`src/rtl/cs_sequencer_pkg.sv`:
```
`default_nettype none
// ============================================================================
//  Module   : cs_sequencer_pkg
//  Purpose  : Shared control-unit definitions for the microsequencer:
//             MIR COND field encoding, sequencer state enumeration and the
//             decode (instruction dispatch) microaddress construction.
//  Ports    : none (package)
//  Revision : 1.0  initial release
// ============================================================================
package cs_sequencer_pkg;

    // MIR COND field
    typedef enum logic [2:0] {
        COND_NEXT   = 3'd0,  // uPC + 1
        COND_N      = 3'd1,  // branch on N flag
        COND_Z      = 3'd2,  // branch on Z flag
        COND_V      = 3'd3,  // branch on V flag
        COND_C      = 3'd4,  // branch on C flag
        COND_IR13   = 3'd5,  // branch on IR[13]
        COND_JUMP   = 3'd6,  // unconditional jump
        COND_DECODE = 3'd7   // dispatch on instruction opcode
    } cond_t;

    typedef enum logic [1:0] {
        ST_RUN  = 2'd0,
        ST_WAIT = 2'd1,
        ST_HALT = 2'd2
    } seq_state_t;

    // Width of the dispatch address {1, op, op3, 00}
    localparam int DECODE_W = 11;

    // Dispatch target: op = IR[31:30], op3 = IR[24:19]; each opcode owns a
    // 4-word slot in the upper half of the first 2K of control store.
    function automatic logic [DECODE_W-1:0] decode_addr(
        input logic [1:0] op,
        input logic [5:0] op3
    );
        return {1'b1, op, op3, 2'b00};
    endfunction

endpackage
`default_nettype wire

```
`src/rtl/cs_return_stack.sv`:
```
`default_nettype none
// ============================================================================
//  Module   : cs_return_stack
//  Purpose  : LIFO of micro-subroutine return addresses.
//  Ports    : clk, rst_n       clock, async active-low reset (empties stack)
//             push, push_data  store push_data on top (ignored when full)
//             pop              discard top entry (ignored when empty)
//             top              current top-of-stack entry
//             empty, full      occupancy status
//  Revision : 1.0  initial release
// ============================================================================
module cs_return_stack #(
    parameter int ADDR_W      = 11,
    parameter int STACK_DEPTH = 4
) (
    input  logic              clk,
    input  logic              rst_n,
    input  logic              push,
    input  logic              pop,
    input  logic [ADDR_W-1:0] push_data,
    output logic [ADDR_W-1:0] top,
    output logic              empty,
    output logic              full
);

    localparam int SP_W = $clog2(STACK_DEPTH);

    logic [ADDR_W-1:0] entries [STACK_DEPTH];
    logic [SP_W:0]     count;      // one extra bit so "full" is distinguishable
    logic [SP_W-1:0]   wr_idx;
    logic [SP_W-1:0]   top_idx;

    assign wr_idx  = count[SP_W-1:0];
    // Modulo subtraction: when full, wr_idx wraps to 0 and top is DEPTH-1
    assign top_idx = wr_idx - SP_W'(1);
    assign top     = entries[top_idx];
    assign empty   = (count == '0);
    assign full    = (count == (SP_W + 1)'(STACK_DEPTH));

    always_ff @(posedge clk or negedge rst_n) begin
        if (!rst_n) begin
            count <= '0;
        end else if (push && !full) begin
            count <= count + 1'b1;
        end else if (pop && !empty) begin
            count <= count - 1'b1;
        end
    end

    // Contents need no reset: only entries below count are ever read
    always_ff @(posedge clk) begin
        if (push && !full) begin
            entries[wr_idx] <= push_data;
        end
    end

endmodule
`default_nettype wire

```
`src/rtl/cs_sequencer.sv`:
```
`default_nettype none
// ============================================================================
//  Module   : cs_sequencer
//  Purpose  : Microprogram sequencer. Selects the next control-store address
//             from the MIR COND field, flags, IR and a return stack, and
//             stalls while a main-memory request awaits acknowledge.
//  Ports    : CLOCK_50, RESET_InLow          clock, async active-low reset
//             COND_InBUS, JUMP_ADDR_InBUS    MIR branch control / target
//             CALL_In, RET_In                MIR subroutine control
//             IR_InBUS, FLAGS_InBUS          instruction register, {N,Z,V,C}
//             RD_In, WR_In, ACK_In           memory request / acknowledge
//             ADDR_OutBUS                    registered microaddress (uPC)
//             STALL_Out                      waiting for ACK (combinational)
//             ERROR_Out                      sticky return-stack fault
//  Revision : 1.0  initial release
// ============================================================================
module cs_sequencer
    import cs_sequencer_pkg::*;
#(
    parameter int ADDR_W      = 11,
    parameter int STACK_DEPTH = 4,
    parameter int RESET_ADDR  = 0
) (
    input  logic              CS_SEQUENCER_CLOCK_50,
    input  logic              CS_SEQUENCER_RESET_InLow,
    input  logic [2:0]        CS_SEQUENCER_COND_InBUS,
    input  logic [ADDR_W-1:0] CS_SEQUENCER_JUMP_ADDR_InBUS,
    input  logic              CS_SEQUENCER_CALL_In,
    input  logic              CS_SEQUENCER_RET_In,
    input  logic [31:0]       CS_SEQUENCER_IR_InBUS,
    input  logic [3:0]        CS_SEQUENCER_FLAGS_InBUS,
    input  logic              CS_SEQUENCER_RD_In,
    input  logic              CS_SEQUENCER_WR_In,
    input  logic              CS_SEQUENCER_ACK_In,
    output logic [ADDR_W-1:0] CS_SEQUENCER_ADDR_OutBUS,
    output logic              CS_SEQUENCER_STALL_Out,
    output logic              CS_SEQUENCER_ERROR_Out
);

    seq_state_t        state, state_next;
    logic [ADDR_W-1:0] upc, upc_next, upc_inc, target;
    logic              error_q, error_set;
    logic              stall, push, pop;
    logic [ADDR_W-1:0] stk_top;
    logic              stk_empty, stk_full;
    logic              fault;
    logic              unused_ir;

    // Only opcode fields and IR[13] participate in sequencing
    assign unused_ir = ^{CS_SEQUENCER_IR_InBUS[29:25],
                         CS_SEQUENCER_IR_InBUS[18:14],
                         CS_SEQUENCER_IR_InBUS[12:0]};

    assign upc_inc = upc + 1'b1;   // wraps naturally at ADDR_W bits

    // COND-selected successor (before RET override)
    always_comb begin
        target = upc_inc;
        case (cond_t'(CS_SEQUENCER_COND_InBUS))
            COND_NEXT:   target = upc_inc;
            COND_N:      target = CS_SEQUENCER_FLAGS_InBUS[3] ? CS_SEQUENCER_JUMP_ADDR_InBUS : upc_inc;
            COND_Z:      target = CS_SEQUENCER_FLAGS_InBUS[2] ? CS_SEQUENCER_JUMP_ADDR_InBUS : upc_inc;
            COND_V:      target = CS_SEQUENCER_FLAGS_InBUS[1] ? CS_SEQUENCER_JUMP_ADDR_InBUS : upc_inc;
            COND_C:      target = CS_SEQUENCER_FLAGS_InBUS[0] ? CS_SEQUENCER_JUMP_ADDR_InBUS : upc_inc;
            COND_IR13:   target = CS_SEQUENCER_IR_InBUS[13]   ? CS_SEQUENCER_JUMP_ADDR_InBUS : upc_inc;
            COND_JUMP:   target = CS_SEQUENCER_JUMP_ADDR_InBUS;
            COND_DECODE: target = ADDR_W'(decode_addr(CS_SEQUENCER_IR_InBUS[31:30],
                                                      CS_SEQUENCER_IR_InBUS[24:19]));
            default:     target = upc_inc;
        endcase
    end

    assign fault = (CS_SEQUENCER_CALL_In && CS_SEQUENCER_RET_In)
                || (CS_SEQUENCER_RET_In  && stk_empty)
                || (CS_SEQUENCER_CALL_In && stk_full);

    // Next-state / next-address logic
    always_comb begin
        state_next = state;
        upc_next   = upc;
        stall      = 1'b0;
        push       = 1'b0;
        pop        = 1'b0;
        error_set  = 1'b0;
        case (state)
            ST_RUN, ST_WAIT: begin
                if ((CS_SEQUENCER_RD_In || CS_SEQUENCER_WR_In) && !CS_SEQUENCER_ACK_In) begin
                    stall      = 1'b1;
                    state_next = ST_WAIT;
                end else if (fault) begin
                    // Freeze everything; only reset leaves HALT
                    state_next = ST_HALT;
                    error_set  = 1'b1;
                end else begin
                    state_next = ST_RUN;
                    if (CS_SEQUENCER_RET_In) begin
                        upc_next = stk_top;
                        pop      = 1'b1;
                    end else begin
                        upc_next = target;
                        push     = CS_SEQUENCER_CALL_In;
                    end
                end
            end
            default: begin
                state_next = ST_HALT;
            end
        endcase
    end

    always_ff @(posedge CS_SEQUENCER_CLOCK_50 or negedge CS_SEQUENCER_RESET_InLow) begin
        if (!CS_SEQUENCER_RESET_InLow) begin
            state   <= ST_RUN;
            upc     <= ADDR_W'(RESET_ADDR);
            error_q <= 1'b0;
        end else begin
            state <= state_next;
            upc   <= upc_next;
            if (error_set) begin
                error_q <= 1'b1;
            end
        end
    end

    cs_return_stack #(
        .ADDR_W      (ADDR_W),
        .STACK_DEPTH (STACK_DEPTH)
    ) u_return_stack (
        .clk       (CS_SEQUENCER_CLOCK_50),
        .rst_n     (CS_SEQUENCER_RESET_InLow),
        .push      (push),
        .pop       (pop),
        .push_data (upc_inc),
        .top       (stk_top),
        .empty     (stk_empty),
        .full      (stk_full)
    );

    assign CS_SEQUENCER_ADDR_OutBUS = upc;
    assign CS_SEQUENCER_STALL_Out   = stall;
    assign CS_SEQUENCER_ERROR_Out   = error_q;

endmodule
`default_nettype wire

```
`config.mk`:
```
export PLATFORM = sky130hd
export DESIGN_NAME = cs_sequencer
export DESIGN_NICKNAME = d
export VERILOG_FILES = /design/src/rtl/cs_sequencer_pkg.sv /design/src/rtl/cs_return_stack.sv /design/src/rtl/cs_sequencer.sv
export SDC_FILE = /design/constraint.sdc
export NUM_CORES = 1
export LEC_CHECK = 0
export BUFFER_PORTS_ARGS = -buffer_cell sky130_fd_sc_hd__buf_2
export CORE_MARGIN = 10
export CORE_UTILIZATION = 35
export CTS_CLUSTER_DIAMETER = 80
export CTS_CLUSTER_SIZE = 40
export DETAILED_ROUTE_END_ITERATION = 8
export PLACE_DENSITY = 0.65
export SYNTH_ARGS = -nofsm -noshare
export SYNTH_HDL_FRONTEND = slang
export SYNTH_HIERARCHICAL = 1
export SYNTH_SLANG_ARGS = --single-unit
export TNS_END_PERCENT = 1
```
`constraint.sdc`:
```
create_clock -name CS_SEQUENCER_CLOCK_50 -period 3.4 [get_ports CS_SEQUENCER_CLOCK_50]
set_clock_uncertainty 0.15 [all_clocks]
set_input_delay 0 -clock CS_SEQUENCER_CLOCK_50 [delete_from_list [all_inputs] [get_ports CS_SEQUENCER_CLOCK_50]]
set_output_delay 0 -clock CS_SEQUENCER_CLOCK_50 [all_outputs]
set_load 0.02 [all_outputs]
```
==> results by group <==
Global route
  – Largest net degree at the start of global routing: 28
  – Total grt overflow: 0
  – First-pass GRT wire length: 12.2 mm
  – Vias in the first global route: around 2,300
  – Initial antenna violation count: 0
  – Global-route usage over all layers: 11.8%

Power
  – Power density cells: between 300 and 400 nW/µm²
  – Power Total: between 1000 and 1500 µW
  – VDD IR-drop max: slightly below 200 µV
  – Leak: ~0.0016 µW

STA
  – Hold Worst Slack: between 0.01 and 0.015 ns
  – Final Hold Viols: 0
  – FMAX: between 300 and 400 MHz
  – Final worst path period need: around 3 ns
  – Rel. slew slack: 37.5%
  – Setup Viol. Count Final: 0
  – Worst slew pin tran: between 0.9 and 1 ns
  – Final period utilization: just under 90%
  – Max Slew Vio Count: 0
  – RSZ-0062 raised after global routing: false
  – Setup TNS: 0 ns

Route
  – Drt via density: approximately 5.2
  – Routed len/inst: between 15 and 20 µm
  – Post-DRT Antenna Nets: 0
  – Final WL: between 7 and 8 mm
  – DRC: 0
  – Drt pass-1 iters: 4
  – Via count: between 2,000 and 2,500
  – Initial drt markers: 140

Die
  – IO Pins: 70
  – Die Footprint: between 10,000 and 15,000 µm²
  – Std-Cell Rows: 33
  – Core Box Area: approximately 8300 µm²
  – Die Y: 113 µm
  – DIE WIDTH: roughly 110 µm
  – Initial core utilization: between 30 and 40%

Setup path
  – Max FO, Critical Path: 7
  – Worst r2r src: u_return_stack/count[1]$_DFFE_PN0P_
  – WP data arrival: about 3.1 ns
  – CP Cell Sequence: inv_1 > ha_1 > nand2_1 > inv_1 > a21oi_1 > o211ai_2 > nor2_1 > and2_1 > nand2_1 > fa_1 > and2b_1 > xnor2_1 > a221oi_1
  – Slowest-stage cell, CP: dfrtp_1
  – Startpoint Class: register
  – Launch point of the worst path: u_return_stack/count[1]$_DFFE_PN0P_
  – Critical path's top delay family: simple AND/OR/NAND/NOR gates
  – Crit path kind: reg -> reg
  – Buf/Inv on CP: 2
  – Max stage delay on crit path: roughly 0.43 ns
  – Critical path required time: about 3.5 ns
  – Crit end category: register

Final layout
  – Final Non-Filler Cells: 420
  – N_diodes: 0
  – Finished Cell Area: 3780 µm²
  – Area delta synth->final: 24.3%
  – Total Nets Final: approximately 370
  – Layout cells sized above 1: 27.9%

Place
  – Area post-placement: ~3400 µm²
  – PortBufs: 46
  – Routability Congestion: between 0.7 and 0.8
  – Post-DP HPWL: a little over 5 mm
  – Dpl cells: around 380

Yosys
  – Syn Inst Count: roughly 240
  – Avg Synthesized Cell Area: about 13 µm²
  – Post-synthesis register bit count: 60
  – Mapped Nets: about 300
  – EDFF count, synth: 44
  – Main synth FF type: edfxtp_1
  – Sequential area share after synthesis: 56.6%
  – Synth warnings: 6
  – FFs w/ async S/R, synth: approximately a quarter
  – Mapped Area: 3040 µm²
  – Yosys cell types: 47

Clocking
  – Worst-path clk slew: about 0.070 ns
  – Worst skew pair latency: roughly 0.33 ns
  – Clk sinks: 60
  – Number of setup buffers added after CTS: 0
  – CTS tree: yes
  – CTS Buf Count: 9
  – CTS Buffer Depth: 2
  – CTS Root Cell: clkbuf_8
  – Number of H-tree levels: 3

Hold path
  – Hold wc startpoint: CS_SEQUENCER_COND_InBUS[1]
  – Type of the worst min-delay path: in -> reg

Run status
  – Run status: finished, final reports clean

Job
  – MaxCap Viol Count: 0
## worst reg2reg max path, stage by stage (launching register included)
cell and delay (ns):
dfrtp_1 0.43, inv_1 0.08, ha_1 0.25, nand2_1 0.16, inv_1 0.07, a21oi_1 0.21
o211ai_2 0.11, nor2_1 0.14, and2_1 0.25, nand2_1 0.10, fa_1 0.41, and2b_1 0.24
xnor2_1 0.07, a221oi_1 0.24
## worst paths after layout
kind | end | slack, ns | cells past startpoint
max in group asynchronous | CS_SEQUENCER_ADDR_OutBUS[10]$_DFFE_PN0P_ | 1.77 | 3
worst min-delay path | CS_SEQUENCER_ADDR_OutBUS[0]$_DFFE_PN0P_ | 0.01 | 3
worst min register to register | CS_SEQUENCER_ERROR_Out$_DFFE_PN0P_ | 0.33 | 1
worst max-delay path | u_return_stack/count[2]$_DFFE_PN0P_ | 0.40 | 13
worst max register to register | u_return_stack/count[2]$_DFFE_PN0P_ | 0.40 | 13
min in group asynchronous | CS_SEQUENCER_ADDR_OutBUS[0]$_DFFE_PN0P_ | 0.76 | 3
## synthesized netlist by cell type, drive strengths merged, types with 2 or more instances
master | count | share of area [%]
edfxtp | 44 | 43
nand2 | 29 | 3.6
a21oi | 22 | 3.6
dfrtp | 16 | 13
inv | 14 | 1.7
nor2 | 14 | 1.7
mux4 | 11 | 8.4
buf | 7 | 1.9
nand3 | 7 | 1.2
xor2 | 6 | 1.7
and3 | 5 | 1.0
ha | 5 | 2.1
o31ai | 5 | 1.9
xnor2 | 5 | 1.4
a221oi | 4 | 1.6
a31oi | 4 | 1.3
clkbuf | 4 | 0.49
a41oi | 3 | 0.86
a22oi | 2 | 0.82
and2 | 2 | 0.41
mux2 | 2 | 0.74
nand3b | 2 | 0.49
nor3 | 2 | 0.33
nor3b | 2 | 0.49
o21ai | 2 | 0.33
o21bai | 2 | 0.49
## metal layers
| layer | GRT usage (%) | wire length, µm |
|---|---|---|
| met1 | 15.0 | 3290 |
| met2 | 18.1 | 3300 |
| met3 | 5.34 | 783 |
| met4 | 2.45 | 40 |
| met5 | 0 | 0 |
## area by class of cell
type,instances,area (µm²)
multi-input cells,150,1190
clock buffers,10,138
flip-flops and latches,60,1720
well taps,105,131
fillers,788,4560
clock inverters,6,38.8
repair buffers,74,503
inverters,15,56.3
## repair_timing
item / 4_1_cts / 5_1_grt
hold buffers: 25 / 0
setup endpoints to repair: 0 / 0
resized for setup: 0 / 0
hold endpoints to repair: 29 / 0
## sequential cells by signal, summed over array words and instances, names as in the netlist
name and count:
CS_SEQUENCER_ERROR_Out 1, u_return_stack/entries 44, CS_SEQUENCER_ADDR_OutBUS 11, state 1, u_return_stack/count 3
## stage by stage
| stage | setup slack [ns] | utilization, % |
|---|---|---|
| after floorplan | 0.194 | - |
| after global placement | 0.451 | 40.2 |
| after detailed placement | 0.400 | 40.2 |
| after CTS | 0.374 | 45.3 |
| after global routing | 0.132 | 45.3 |
| final | 0.397 | 45.3 |
## cells in the final DEF (no fill, tap or decap), types with 4 or more instances in the layout
master,Yosys,routed
dfrtp_1,16,16
edfxtp_1,44,44
clkbuf_8,0,10
nand3_1,7,7
a21oi_1,22,22
and3_1,5,5
dlygate4sd3_1,0,25
ha_1,5,5
xnor2_1,5,5
buf_2,3,46
o31ai_2,4,4
inv_1,14,14
xor2_1,6,6
nand2_1,29,29
nor2_1,14,14
mux4_2,9,9
## where the power goes
part / internal, µW / switching (µW) / total [µW]
sequential: 778 / 0.237 / 778
combinational: 45.0 / 53.0 / 98.0
clock: 282 / 290 / 573
## cell families after synthesis
kind of cell | synth area share, %
flops | 56.6
mux | 9.47
simple gates | 10.5
fa+ha+maj | 2.72
xor+xnor | 3.17
buf+inv | 4.20
compound gates | 13.3
Power figures use the tool's default switching activity.
